$ cat src/rtl/uart_tx_fifo_if.sv
// Host-side bundle for uart_tx_fifo: write handshake, frame config, status and serial line.
interface uart_tx_fifo_if #(
    parameter int DIV_W      = 16,
    parameter int FIFO_DEPTH = 4
);
    logic [DIV_W-1:0]              I_div;
    logic [1:0]                    I_cfg_bits;
    logic [1:0]                    I_cfg_parity;
    logic                          I_cfg_stop;
    logic [7:0]                    I_data;
    logic                          I_valid;
    logic                          O_ready;
    logic [$clog2(FIFO_DEPTH):0]   O_count;
    logic                          O_busy;
    logic                          O_done;
    logic                          O_data;

    modport master (
        output I_div, I_cfg_bits, I_cfg_parity, I_cfg_stop, I_data, I_valid,
        input  O_ready, O_count, O_busy, O_done, O_data
    );

    modport slave (
        input  I_div, I_cfg_bits, I_cfg_parity, I_cfg_stop, I_data, I_valid,
        output O_ready, O_count, O_busy, O_done, O_data
    );
endinterface

$ cat src/rtl/uart_tx_fifo.sv
// UART transmitter fed by a byte FIFO; the line falls 2 clocks after a write into an empty, idle block.
// O_ready drops while the FIFO is full; a write presented then is not taken and must be held by the sender.
module uart_tx_fifo #(
    parameter int DIV_W      = 16,
    parameter int FIFO_DEPTH = 4
) (
    input  logic          I_clk,
    input  logic          I_reset_n,
    uart_tx_fifo_if.slave bus
);
    localparam int AW = $clog2(FIFO_DEPTH);
    localparam int CW = AW + 1;

    typedef enum logic [2:0] {IDLE, START, DATA, PARITY, STOP} state_t;

    logic [7:0]    mem_q [FIFO_DEPTH];
    logic [AW-1:0] wr_ptr_q, wr_ptr_d;
    logic [AW-1:0] rd_ptr_q, rd_ptr_d;
    logic [CW-1:0] count_q, count_d;
    logic          full, push, pop;

    state_t        state_q;
    logic [7:0]    byte_q;
    logic [DIV_W-1:0] div_q, cnt_q;
    logic [2:0]    last_bit_q, bit_idx_q;
    logic          par_en_q, par_bit_q, stop2_q, stop_idx_q;
    logic          data_q, busy_q, done_q;

    logic [7:0]    mask_dat, head_dat;
    logic          head_par_en, head_par_bit, bit_end;

    assign full = (count_q == CW'(FIFO_DEPTH));
    assign push = I_reset_n && bus.I_valid && !full;
    assign pop  = (state_q == IDLE) && (count_q != '0);

    always_comb begin
        wr_ptr_d = wr_ptr_q + AW'(push);
        rd_ptr_d = rd_ptr_q + AW'(pop);
        count_d  = count_q + CW'(push) - CW'(pop);
    end

    always_ff @(posedge I_clk) begin
        if (!I_reset_n) begin
            wr_ptr_q <= '0;
            rd_ptr_q <= '0;
            count_q  <= '0;
        end else begin
            wr_ptr_q <= wr_ptr_d;
            rd_ptr_q <= rd_ptr_d;
            count_q  <= count_d;
        end
    end

    always_ff @(posedge I_clk) begin
        if (push) begin
            mem_q[wr_ptr_q] <= bus.I_data;
        end
    end

    // Bits above the configured width are cleared here so parity and shifting never see them.
    always_comb begin
        mask_dat     = 8'hFF >> (2'd3 - bus.I_cfg_bits);
        head_dat     = mem_q[rd_ptr_q] & mask_dat;
        head_par_en  = (bus.I_cfg_parity == 2'b01) || (bus.I_cfg_parity == 2'b10);
        head_par_bit = (^head_dat) ^ (bus.I_cfg_parity == 2'b10);
    end

    assign bit_end = (cnt_q == div_q);

    // Line level is registered from the state, so it trails the state register by one clock.
    always_ff @(posedge I_clk) begin
        if (!I_reset_n) begin
            state_q    <= IDLE;
            byte_q     <= '0;
            div_q      <= '0;
            cnt_q      <= '0;
            last_bit_q <= '0;
            bit_idx_q  <= '0;
            par_en_q   <= 1'b0;
            par_bit_q  <= 1'b0;
            stop2_q    <= 1'b0;
            stop_idx_q <= 1'b0;
            data_q     <= 1'b1;
            busy_q     <= 1'b0;
            done_q     <= 1'b0;
        end else begin
            done_q <= 1'b0;
            cnt_q  <= bit_end ? '0 : cnt_q + DIV_W'(1);
            case (state_q)
                IDLE: begin
                    data_q <= 1'b1;
                    busy_q <= pop;
                    cnt_q  <= '0;
                    if (pop) begin
                        byte_q     <= head_dat;
                        div_q      <= bus.I_div;
                        last_bit_q <= 3'd4 + {1'b0, bus.I_cfg_bits};
                        par_en_q   <= head_par_en;
                        par_bit_q  <= head_par_bit;
                        stop2_q    <= bus.I_cfg_stop;
                        state_q    <= START;
                    end
                end
                START: begin
                    data_q <= 1'b0;
                    busy_q <= 1'b1;
                    if (bit_end) begin
                        bit_idx_q <= '0;
                        state_q   <= DATA;
                    end
                end
                DATA: begin
                    data_q <= byte_q[bit_idx_q];
                    busy_q <= 1'b1;
                    if (bit_end) begin
                        if (bit_idx_q == last_bit_q) begin
                            stop_idx_q <= 1'b0;
                            state_q    <= par_en_q ? PARITY : STOP;
                        end else begin
                            bit_idx_q <= bit_idx_q + 3'd1;
                        end
                    end
                end
                PARITY: begin
                    data_q <= par_bit_q;
                    busy_q <= 1'b1;
                    if (bit_end) begin
                        stop_idx_q <= 1'b0;
                        state_q    <= STOP;
                    end
                end
                STOP: begin
                    data_q <= 1'b1;
                    busy_q <= 1'b1;
                    if (bit_end) begin
                        if (stop_idx_q == stop2_q) begin
                            done_q  <= 1'b1;
                            state_q <= IDLE;
                        end else begin
                            stop_idx_q <= 1'b1;
                        end
                    end
                end
                default: state_q <= IDLE;
            endcase
        end
    end

    assign bus.O_ready = !full;
    assign bus.O_count = count_q;
    assign bus.O_busy  = busy_q;
    assign bus.O_done  = done_q;
    assign bus.O_data  = data_q;
endmodule
$ cat src/flat_wrapper.sv
// flat-port wrapper written by rule: the top's interface ports become plain ports
module uart_tx_fifo_flat 
#(
    parameter int DIV_W      = 16,
    parameter int FIFO_DEPTH = 4
)
  (I_clk, I_reset_n, bus_I_div, bus_I_cfg_bits, bus_I_cfg_parity, bus_I_cfg_stop, bus_I_data, bus_I_valid, bus_O_ready, bus_O_count, bus_O_busy, bus_O_done, bus_O_data);
  uart_tx_fifo_if #(.DIV_W(DIV_W), .FIFO_DEPTH(FIFO_DEPTH)) bus_i ();
  input  logic I_clk;
  input  logic I_reset_n;
  input wire logic [$bits(bus_i.I_div)-1:0] bus_I_div;
  input wire logic [$bits(bus_i.I_cfg_bits)-1:0] bus_I_cfg_bits;
  input wire logic [$bits(bus_i.I_cfg_parity)-1:0] bus_I_cfg_parity;
  input wire logic [$bits(bus_i.I_cfg_stop)-1:0] bus_I_cfg_stop;
  input wire logic [$bits(bus_i.I_data)-1:0] bus_I_data;
  input wire logic [$bits(bus_i.I_valid)-1:0] bus_I_valid;
  output wire logic [$bits(bus_i.O_ready)-1:0] bus_O_ready;
  output wire logic [$bits(bus_i.O_count)-1:0] bus_O_count;
  output wire logic [$bits(bus_i.O_busy)-1:0] bus_O_busy;
  output wire logic [$bits(bus_i.O_done)-1:0] bus_O_done;
  output wire logic [$bits(bus_i.O_data)-1:0] bus_O_data;
  assign bus_i.I_div = bus_I_div;
  assign bus_i.I_cfg_bits = bus_I_cfg_bits;
  assign bus_i.I_cfg_parity = bus_I_cfg_parity;
  assign bus_i.I_cfg_stop = bus_I_cfg_stop;
  assign bus_i.I_data = bus_I_data;
  assign bus_i.I_valid = bus_I_valid;
  assign bus_O_ready = bus_i.O_ready;
  assign bus_O_count = bus_i.O_count;
  assign bus_O_busy = bus_i.O_busy;
  assign bus_O_done = bus_i.O_done;
  assign bus_O_data = bus_i.O_data;
  uart_tx_fifo #(.DIV_W(DIV_W), .FIFO_DEPTH(FIFO_DEPTH)) u_core (.I_clk(I_clk), .I_reset_n(I_reset_n), .bus(bus_i));
endmodule
$ cat config.mk
export PLATFORM = sky130hd
export DESIGN_NAME = uart_tx_fifo_flat
export DESIGN_NICKNAME = d
export VERILOG_FILES = /design/src/rtl/uart_tx_fifo_if.sv /design/src/rtl/uart_tx_fifo.sv /design/src/flat_wrapper.sv
export SDC_FILE = /design/constraint.sdc
export NUM_CORES = 1
export LEC_CHECK = 0
export BUFFER_PORTS_ARGS = -buffer_cell sky130_fd_sc_hd__buf_2
export CAP_MARGIN = 40
export CORE_MARGIN = 2
export CORE_UTILIZATION = 56
export CTS_CLUSTER_SIZE = 20
export DETAILED_ROUTE_END_ITERATION = 8
export GPL_TIMING_DRIVEN = 0
export MAX_ROUTING_LAYER = met4
export PLACE_DENSITY_LB_ADDON = 0.25
export SLEW_MARGIN = 20
export SYNTH_ARGS = -nofsm -noshare
export SYNTH_HDL_FRONTEND = slang
export SYNTH_SLANG_ARGS = --single-unit
$ cat constraint.sdc
create_clock -name I_clk -period 2.9 [get_ports I_clk]
set_input_delay 0.145 -clock I_clk [delete_from_list [all_inputs] [get_ports I_clk]]
set_output_delay 0.145 -clock I_clk [all_outputs]
set_load 0.02 [all_outputs]
==> flow_summary.toml, run 1 <==
[synth]
synth-edff-count = 32
seq_area_frac_synth_pct = 52.9
syn-num-nets = 426
syn_area_sq_um = 4200
ys_warn_count = 0
synth_cell_types = 47
synth-async-reset-ratio_pct = 0
most_frequently_used_cell_type_in_the_post_synthesis_netlist = "dfxtp_1"
synth_xor_area_share_pct = 9.47
synthSimpleGateAreaFrac_pct = 15.5
synth_area_per_cell_sq_um = 10.9
post-synth-top-area-cell = "dfxtp_1"
synth.ff_latch_count = 95
synth-compound-area-share_pct = 9.85
synth.area.mux_share_pct = 6.49
syn_inst = 386
netlist_top_cells_area = "dfxtp_1 (30%), edfxtp_1 (23%), xor2_1 (6.0%)"
yosys-top-cells-count = "dfxtp_1 (63), nand2_1 (58), edfxtp_1 (32)"
synth_top_family_by_area = "simple AND/OR/NAND/NOR gates"
postSynth.topFlopCell = "dfxtp_1"
synth_top_area_share_pct = 30.0
synth_fa_ha_area_share_pct = 2.56

[setup_path]
reg2reg_setup_slack_ns = 0.24
cp-start-kind = "flip-flop"
path_max_fanout = 11
path_common_cell = "inv_1"
cp_cell_sequence = "clkbuf_1, nor3_2, nand2b_1, inv_1, buf_6, ha_1, inv_1, ha_1, inv_1, fa_1, xnor2_1, xnor2_1, and2_1"
setup.worst_path.start = "u_core.state_q[2]"
r2r-start = "u_core.state_q[2]"
cp_depth = 13
worstReg2RegEnd = "u_core.bus.O_count[2]"
worst_path_dominant_cell_family = "adder cells"
timing.critical_path.slowest_stage_cell = "fa_1"
path_buf_inv = 5
critical_path_required_ns = 3.16
arrival_ns = 2.92
endpoint = "u_core.bus.O_count[2]"
endpoint_kind = "flip-flop"
critPathKind = "reg2reg"
timing.reg2reg.worst_path_depth = 13
cp_slowest_stage_delay_ns = 0.37

[clocking]
cts_clk_pin_slew_worst_paths_ns = 0.09
h-tree-depth = 3
cts_made_buffers = 9
cts_setup_buffers = 0
clock_sink_count = 95
cts_max_path_buffers = 2
insertion_delay_ns = 0.36
tritoncts = "done"
clock-root-buffer = "clkbuf_8"

[detailed_routing]
firstDrtPassIters = 4
routed_wl_per_cell_microns = 14.7
route.vias.total = 2919
wirelength_microns = 8020
drtAntennaViolNets = 0
routed_vias_inst = 5.36
detail_route.iter0.violations = 116
detailed_route_drc_error_count = 0

[global_routing]
track_usage_pct = 21.1
grt-ovfl-total = 0
via_count_of_the_first_global_routing_pass = 2855
global_route_wire_length_before_repair_microns = 13200
antenna_violations_before_repair = 0
maximum_number_of_pins_on_one_net_before_global_route_repair = 17

[floorplan]
floorplan_die_height_microns = 90.6
floorplan.die_area_sq_um = 8210
initial_utilization_pct = 57.9
core_area_sq_um = 7250
fp-row-count = 31
io-pin-count = 39
floorplan.die.width_microns = 90.6

[layout]
sequential_cell_area_sq_um = 2220
finish.cell_count_without_fillers = 545
utilization_pct = 66.1
num-nets-final = 481
number_of_fillers_in_the_final_layout = 592
layout-area-overhead-vs-synth_pct = 14.1
diodes = 0
multi_input_gate_area_sq_um = 1860
final_area_sq_um = 4800
drive_gt1_share_pct = 15.5

[pwr]
power.density_cell_area_nw_per_um2 = 854
ir_worst_vdd_v = 0.000455
total_leakage_power_nw = 1.90

[sta]
max_freq_mhz = 376
setup_total_negative_slack_ns = 0
max_slew.worst_pin.slew_ns = 0.790
timing.max_slew.rel_slack_pct = 47.1
final_min_period_over_clock_period_pct = 91.8
layout_min_cycle_time_ns = 2.66
rsz0062_at_grt = "no"
hold_violation_total_from_the_final_report = 0
clock_skew_ns = 0.0113
final-max-slew-violation-count = 0
setup_viol = 0

[placement]
place_hpwl_microns = 5930
numPlacedInstances = 523
io_buffers = 38
post_dp_cell_area_sq_um = 4530
place_congestion = 0.895

[worst_hold_path]
hold_path_class = "in2reg"

[job]
cap_viol_max_count = 0

[outcome]
status = "finished, final reports clean"
-- kinds of logic (layout without fill, tap and decap cells) --
logic type / count (synthesis) / after routing
AOI/OAI and AO/OA: 59 / 59
xor gates and xnor gates: 43 / 43
adders and majority gates: 8 / 8
buffers and inverters: 31 / 91
DFF: 95 / 95
muxes: 12 / 12
and+or+nand+nor: 138 / 138
-- area by class of cell --
class	instances	area share [%]
Buffer	20	1.96
Clock buffer	13	3.76
Clock inverter	3	0.522
Inverter	11	0.861
Multi-Input combinational cell	260	38.8
Sequential cell	95	46.3
Tap cell	99	2.58
Timing Repair Buffer	44	5.22
-- how the worst min path moves through the flow --
stage                  start  depth (start not counted)            endpoint  slack (ns)
3_5_place_dp   bus_I_data[1]                          1  u_core.mem_q[3][1]        0.36
5_1_grt        bus_I_data[6]                          1  u_core.mem_q[0][6]       0.008
3_3_place_gp   bus_I_data[3]                          1  u_core.mem_q[0][3]        0.35
6_report       bus_I_data[6]                          1  u_core.mem_q[1][6]       0.008
2_1_floorplan  bus_I_data[0]                          0  u_core.mem_q[0][0]        0.24
4_1_cts        bus_I_data[5]                          1  u_core.mem_q[0][5]      0.0002
-- power breakdown --
part / switching [mW] / leakage [nW] / internal, mW
Combinational: 0.842 / 0.997 / 0.639
Sequential: 0.154 / 0.805 / 1.60
Clock: 0.446 / 0.101 / 0.415
Total: 1.44 / 1.90 / 2.66
-- worst register-to-register path, cell delays in order (launching register included) --
cell,delay (ns)
dfxtp_1,0.31
clkbuf_1,0.20
nor3_2,0.30
nand2b_1,0.10
inv_1,0.23
buf_6,0.19
ha_1,0.23
inv_1,0.05
ha_1,0.13
inv_1,0.05
fa_1,0.37
xnor2_1,0.14
xnor2_1,0.12
and2_1,0.15
-- stage by stage --
step | worst slack, ns | power (mW) | hold WS [ns]
after global placement | 0.141 | 3.22 | 0.355
final | 0.238 | 4.10 | 0.00799
after global routing | 0.0191 | 4.38 | 0.00791
after detailed placement | 0.124 | 3.27 | 0.363
after CTS | 0.113 | 4.14 | 0.000157
after floorplan | 0.490 | 2.88 | 0.244
-- cell usage in the layout, fill, tap and decap left out, types with 2 or more instances in the layout --
cell and instances:
nor3_1 6, nand2_1 58, buf_1 2, nor3_2 2, mux4_2 3, xnor2_1 12
nand2b_1 3, edfxtp_1 32, clkbuf_1 16, buf_6 2, mux4_1 7, or3b_2 2
nor4_1 5, o21ai_0 8, nand4_1 5, a21boi_0 29, ha_1 7, xor2_1 29
nand3_1 9, a21oi_1 7, clkinv_4 2, o31ai_1 5, dlygate4sd3_1 6, buf_2 38
dfxtp_1 63, and2_1 7, o31a_1 2, o21a_1 3, and3_1 6, clkbuf_8 11
inv_1 11, nor2_1 25
-- metal layers --
metal / up-vias / global-route usage (%) / wire [microns]
li1: 1468 / - / -
met1: 1376 / 24.9 / 3510
met2: 67 / 36.5 / 4070
met3: 8 / 4.01 / 350
met4: 0 / 6.41 / 87
met5: - / - / 0
-- sequential cells by signal, indices dropped and copies added (netlist names) --
signal	cells
u_core.stop_idx_q	1
u_core.cnt_q	16
u_core.bus.O_busy	1
u_core.last_bit_q	3
u_core.par_en_q	1
u_core.mem_q	32
u_core.wr_ptr_q	2
u_core.bus.O_count	3
u_core.rd_ptr_q	2
u_core.stop2_q	1
u_core.state_q	3
u_core.par_bit_q	1
u_core.bus.O_data	1
u_core.byte_q	8
u_core.bit_idx_q	3
u_core.bus.O_done	1
u_core.div_q	16
-- timing repair --
action | CTS | global route
endpoints found under the hold margin | 17 | 4
gates resized for setup | 0 | 1
setup endpoints to repair | 0 | 1
hold buffers | 5 | 1
Note: power is estimated with default switching activity, not from simulation.
==> run 2, diff against run 1 <==
--- a/config.mk
+++ b/config.mk
@@ -7,7 +7,6 @@
 export LEC_CHECK = 0
 export BUFFER_PORTS_ARGS = -buffer_cell sky130_fd_sc_hd__buf_2
 export CAP_MARGIN = 40
-export CORE_MARGIN = 2
 export CORE_UTILIZATION = 56
 export CTS_CLUSTER_SIZE = 20
 export DETAILED_ROUTE_END_ITERATION = 8
==> flow_summary.toml, run 2 (synthesis gave the netlist of run 1 again) <==
[setup_path]
path_max_fanout = 11
path_common_cell = "inv_1"
critical_path_required_ns = 3.17
endpoint_kind = "flip-flop"
cp-start-kind = "flip-flop"
timing.critical_path.slowest_stage_cell = "fa_1"
cp_slowest_stage_delay_ns = 0.38
cp_cell_sequence = "clkbuf_1, nor3_2, nand2b_1, inv_1, buf_6, ha_1, inv_1, ha_1, inv_1, fa_1, xnor2_1, xnor2_1, and2_1"
critPathKind = "reg2reg"
arrival_ns = 2.96

[layout]
biggestRegsByFlops = "u_core.mem_q (32), u_core.cnt_q (16), u_core.div_q (16)"
multi_input_gate_area_sq_um = 1860
regMostFlops = "u_core.mem_q"
layout-area-overhead-vs-synth_pct = 14.4
num-nets-final = 483
finish.cell_count_without_fillers = 547
drive_gt1_share_pct = 15.4
final_common_cell = "dfxtp_1"
final_area_sq_um = 4810
diodes = 0
mostFrequentLayoutCells = "dfxtp_1 (63), nand2_1 (58), buf_2 (38)"
largest_register_ffs = 32
utilization_pct = 66.3
sequential_cell_area_sq_um = 2220
number_of_fillers_in_the_final_layout = 599

[worst_hold_path]
hold_path_class = "in2reg"

[global_routing]
maximum_number_of_pins_on_one_net_before_global_route_repair = 17
track_usage_pct = 24.1
antenna_violations_before_repair = 0
global_route_wire_length_before_repair_microns = 13300
grt-ovfl-total = 0
via_count_of_the_first_global_routing_pass = 2797

[pwr]
power.internal_mw = 2.67
ir_worst_vdd_v = 0.000522
net-switching-power_mw = 1.45
seq_power_share_pct = 42.6
total_leakage_power_nw = 1.91
power.share.clock_pct = 21.3
switching_share_pct = 35.3
power.density_cell_area_nw_per_um2 = 857
pwr-share-comb_pct = 36.2

[sta]
final-max-slew-violation-count = 0
setup_viol = 0
clock_skew_ns = 0.0143
hold_violation_total_from_the_final_report = 0
layout_min_cycle_time_ns = 2.68
max_freq_mhz = 373
timing.max_slew.rel_slack_pct = 46.1
max_slew.worst_pin.slew_ns = 0.806
setup_total_negative_slack_ns = 0
final_min_period_over_clock_period_pct = 92.5
rsz0062_at_grt = "no"
postLayoutSetupSlackWorst_ns = 0.216

[detailed_routing]
detail_route.iter0.violations = 132
routed_wl_per_cell_microns = 14.7
routed_vias_inst = 5.39
drtAntennaViolNets = 0
wirelength_microns = 8020
route.vias.total = 2948
firstDrtPassIters = 4
detailed_route_drc_error_count = 0

[job]
cap_viol_max_count = 0

[clocking]
tritoncts = "done"
clock-root-buffer = "clkbuf_8"
cts_setup_buffers = 0
h-tree-depth = 3
cts_clk_pin_slew_worst_paths_ns = 0.09
clock_sink_count = 95
cts_max_path_buffers = 2
insertion_delay_ns = 0.37
cts_made_buffers = 9

[floorplan]
floorplan.die.width_microns = 88.6
fp-row-count = 31
io-pin-count = 39
floorplan.die_area_sq_um = 7860
initial_utilization_pct = 57.9
core_area_sq_um = 7250
floorplan_die_height_microns = 88.6

[placement]
place_congestion = 0.885
worst_setup_slack_post_dpl_ns = 0.131
numPlacedInstances = 523
io_buffers = 38
post_dp_cell_area_sq_um = 4530
place_hpwl_microns = 5690

[outcome]
status = "finished, final reports clean"
[run 2: cell count changes in the layout (fill, tap and decap cells not counted)]
cell	before	now
clkinv_2	0	2
clkinv_4	2	0
dlygate4sd3_1	6	8
bufinv_16	0	1
clkbuf_16	1	0
clkbuf_8	11	10
clkinvlp_4	1	0
inv_4	0	1
inv_6	0	1
[run 2: through the flow]
stage,total power [mW],hold WS [ns]
final,4.12,0.0155
after global routing,4.40,0.00847
after CTS,4.15,0.0109
after detailed placement,3.26,0.362
after global placement,3.22,0.355
after floorplan,2.88,0.244
[run 2: worst max-delay path, delay by kind of cell, from the launching register on]
| kind | cells | cell delay, ns |
|---|---|---|
| buffers and inverters | 5 | 0.72 |
| flip-flops | 1 | 0.31 |
| XOR/XNOR | 2 | 0.27 |
| adder cells (fa/ha/maj) | 3 | 0.74 |
| AND/OR/NAND/NOR | 3 | 0.55 |
[run 2: what timing repair did]
item	in CTS	in global routing
resized for setup	0	1
hold buffers	8	0
endpoints found under the hold margin	30	0
setup endpoints to repair	0	1
[run 2: metal layers]
layer | vias to the layer above | wire [microns] | track usage, %
met3 | 16 | 259 | 4.57
met5 | - | 0 | -
met2 | 69 | 3920 | 38.9
met1 | 1397 | 3660 | 28.9
li1 | 1466 | - | -
met4 | 0 | 176 | 11.9
[run 2: power groups by stage]
stage / Clock, mW / Sequential, mW / Combinational, mW
after floorplan: 0 / 1.78 / 1.11
after global placement: 0 / 1.78 / 1.44
after detailed placement: 0 / 1.78 / 1.48
after CTS: 0.893 / 1.75 / 1.50
after global routing: 0.955 / 1.78 / 1.66
final: 0.876 / 1.76 / 1.49
[run 2: area by class of cell]
cell class	instances	share of cell area (%)
sequential	95	46.2
clock inverter	5	1.14
multi-input combinational	260	38.7
inverter	11	0.859
tap	99	2.58
buffer	20	1.95
timing repair buffer	46	5.62
clock buffer	11	2.94
[run 2: path summary, 6_finish.rpt]
kind / start / to / slack [ns] / depth (start not counted)
worst max register to register: u_core.state_q[2] / u_core.bus.O_count[2] / 0.22 / 13
worst min register to register: u_core.byte_q[0] / u_core.byte_q[0] / 0.47 / 2
worst min-delay path: bus_I_div[14] / u_core.div_q[14] / 0.02 / 3
worst max-delay path: u_core.state_q[2] / u_core.bus.O_count[2] / 0.22 / 13
==> run 3, diff against run 2 <==
--- a/config.mk
+++ b/config.mk
@@ -7,6 +7,7 @@
 export LEC_CHECK = 0
 export BUFFER_PORTS_ARGS = -buffer_cell sky130_fd_sc_hd__buf_2
 export CAP_MARGIN = 40
+export CORE_ASPECT_RATIO = 0.5
 export CORE_UTILIZATION = 56
 export CTS_CLUSTER_SIZE = 20
 export DETAILED_ROUTE_END_ITERATION = 8
==> flow_summary.toml, run 3 (synthesis gave the netlist of run 1 again) <==
[setup_path]
cp-start-kind = "flip-flop"
r2r-start = "u_core.state_q[2]"
cp_cell_sequence = "clkbuf_1, nor3_4, nand2b_1, inv_1, buf_6, ha_1, inv_1, ha_1, inv_1, fa_1, xnor2_1, xnor2_1, and2_1"
reg2reg_setup_slack_ns = 0.22
critPathKind = "reg2reg"
path_common_cell = "inv_1"
cp_slowest_stage_delay_ns = 0.38
worstReg2RegEnd = "u_core.bus.O_count[2]"
timing.reg2reg.worst_path_depth = 13
timing.critical_path.slowest_stage_cell = "fa_1"
endpoint_kind = "flip-flop"
critical_path_required_ns = 3.14
path_max_fanout = 11
arrival_ns = 2.93

[detailed_routing]
top_layer = "met4"
firstDrtPassIters = 4
routed_wl_per_cell_microns = 15.3
wirelength_microns = 8190
detail_route.iter0.violations = 163
drt-met1-wl_microns = 3510
met3WireLength_microns = 349
routed_vias_inst = 5.51
route.vias.total = 2955
detailed_route_drc_error_count = 0
drtAntennaViolNets = 0
routed-wl-met2_microns = 4150

[clocking]
cts_made_buffers = 9
clock_sink_count = 95
cts_max_path_buffers = 2
clock-root-buffer = "clkbuf_16"
insertion_delay_ns = 0.35
h-tree-depth = 3
tritoncts = "done"
cts_setup_buffers = 0
cts_clk_pin_slew_worst_paths_ns = 0.07

[layout]
regMostFlops = "u_core.mem_q"
finish.cell_count_without_fillers = 536
mostFrequentLayoutCells = "dfxtp_1 (63), nand2_1 (58), buf_2 (38)"
biggestRegsByFlops = "u_core.mem_q (32), u_core.cnt_q (16), u_core.div_q (16)"
number_of_fillers_in_the_final_layout = 518
layout-area-overhead-vs-synth_pct = 15.7
diodes = 0
final_area_sq_um = 4860
final_common_cell = "dfxtp_1"
drive_gt1_share_pct = 15.8
largest_register_ffs = 32
num-nets-final = 479

[placement]
place_congestion = 0.861
place_hpwl_microns = 5840
numPlacedInstances = 516
post_dp_cell_area_sq_um = 4520
io_buffers = 38

[sta]
hold_violation_total_from_the_final_report = 0
timing.max_slew.rel_slack_pct = 52.2
max_freq_mhz = 373
layout_min_cycle_time_ns = 2.68
setup_viol = 0
max_slew.worst_pin.slew_ns = 0.714
setup_total_negative_slack_ns = 0
clock_skew_ns = 0.00849
rsz0062_at_grt = "no"
final_min_period_over_clock_period_pct = 92.5
final-max-slew-violation-count = 0

[floorplan]
initial_utilization_pct = 60.4
floorplan.die_area_sq_um = 7880
floorplan.die.width_microns = 125
floorplan_die_height_microns = 63.3
io-pin-count = 39
fp-row-count = 21
core_area_sq_um = 6960

[pwr]
total_leakage_power_nw = 1.94
ir_worst_vdd_v = 0.000421
power.density_cell_area_nw_per_um2 = 912

[global_routing]
grt-ovfl-total = 0
antenna_violations_before_repair = 0
via_count_of_the_first_global_routing_pass = 2906
maximum_number_of_pins_on_one_net_before_global_route_repair = 17
global_route_wire_length_before_repair_microns = 13700
track_usage_pct = 23.4

[worst_hold_path]
whs_path_depth = 1
hold_path_class = "in2reg"
worst_hold_path.endpoint = "u_core.mem_q[3][0]"
min_from = "bus_I_data[0]"

[outcome]
status = "finished, final reports clean"

[job]
cap_viol_max_count = 0
## run 3: changes by cell type in the layout (fill, tap and decap cells not counted), moves of 2 or more
cell,delta
clkbuf_16,+9
clkinvlp_4,+2
dlygate4sd3_1,-5
clkbuf_8,-10
## run 3: worst max-delay path by stage
stage                           start               endpoint  slack (ns)  depth (start not counted)
global route        u_core.state_q[2]  u_core.bus.O_count[2]        0.04                         13
CTS                 u_core.state_q[2]  u_core.bus.O_count[2]        0.08                         13
floorplan           u_core.state_q[2]  u_core.bus.O_count[2]        0.49                         13
finish              u_core.state_q[2]  u_core.bus.O_count[2]        0.22                         13
detailed placement  u_core.state_q[2]  u_core.bus.O_count[2]        0.12                         13
global placement    u_core.state_q[2]  u_core.bus.O_count[2]        0.15                         13
## run 3: what timing repair did
item / 4_1_cts / 5_1_grt
hold buffers: 3 / 0
setup endpoints to repair: 0 / 1
gates resized for setup: 0 / 2
hold endpoints to repair: 12 / 0
## run 3: where the power goes
| group | switching (mW) | internal [mW] | leakage (nW) |
|---|---|---|---|
| Clock | 0.494 | 0.667 | 0.139 |
| Sequential | 0.160 | 1.61 | 0.805 |
| Combinational | 0.863 | 0.647 | 0.993 |
| Total | 1.52 | 2.92 | 1.94 |
## run 3: final cells by class
type,instances,area [sq um],area share (%)
buffer,20,93.8,1.93
clock buffer,9,225,4.63
clock inverter,7,71.3,1.47
inverter,11,41.3,0.849
multi-input combinational,260,1870,38.4
sequential,95,2220,45.7
tap,92,115,2.37
timing repair buffer,42,228,4.68
## run 3: layer usage
layer  vias to the layer above  global-route usage, %
met5                         -                      -
met4                         0                   10.1
met3                        20                   6.29
met2                        68                   39.6
met1                      1407                   26.4
li1                       1460                      -
## run 3: metrics by stage
stage	util [%]	power, mW	hold WS, ns	setup slack [ns]
global route	69.8	4.71	0.00454	0.0377
CTS	69.6	4.45	0.00110	0.0831
global placement	64.7	3.20	0.354	0.153
detailed placement	64.9	3.28	0.359	0.117
floorplan	-	2.88	0.244	0.490
finish	69.8	4.44	0.00748	0.217
## run 3: critical path: cells and delay by family, from the launching register on
family	cells	cell delay (ns)
flops	1	0.30
buf+inv	5	0.74
simple gates	3	0.53
xor+xnor	2	0.27
fa+ha+maj	3	0.74
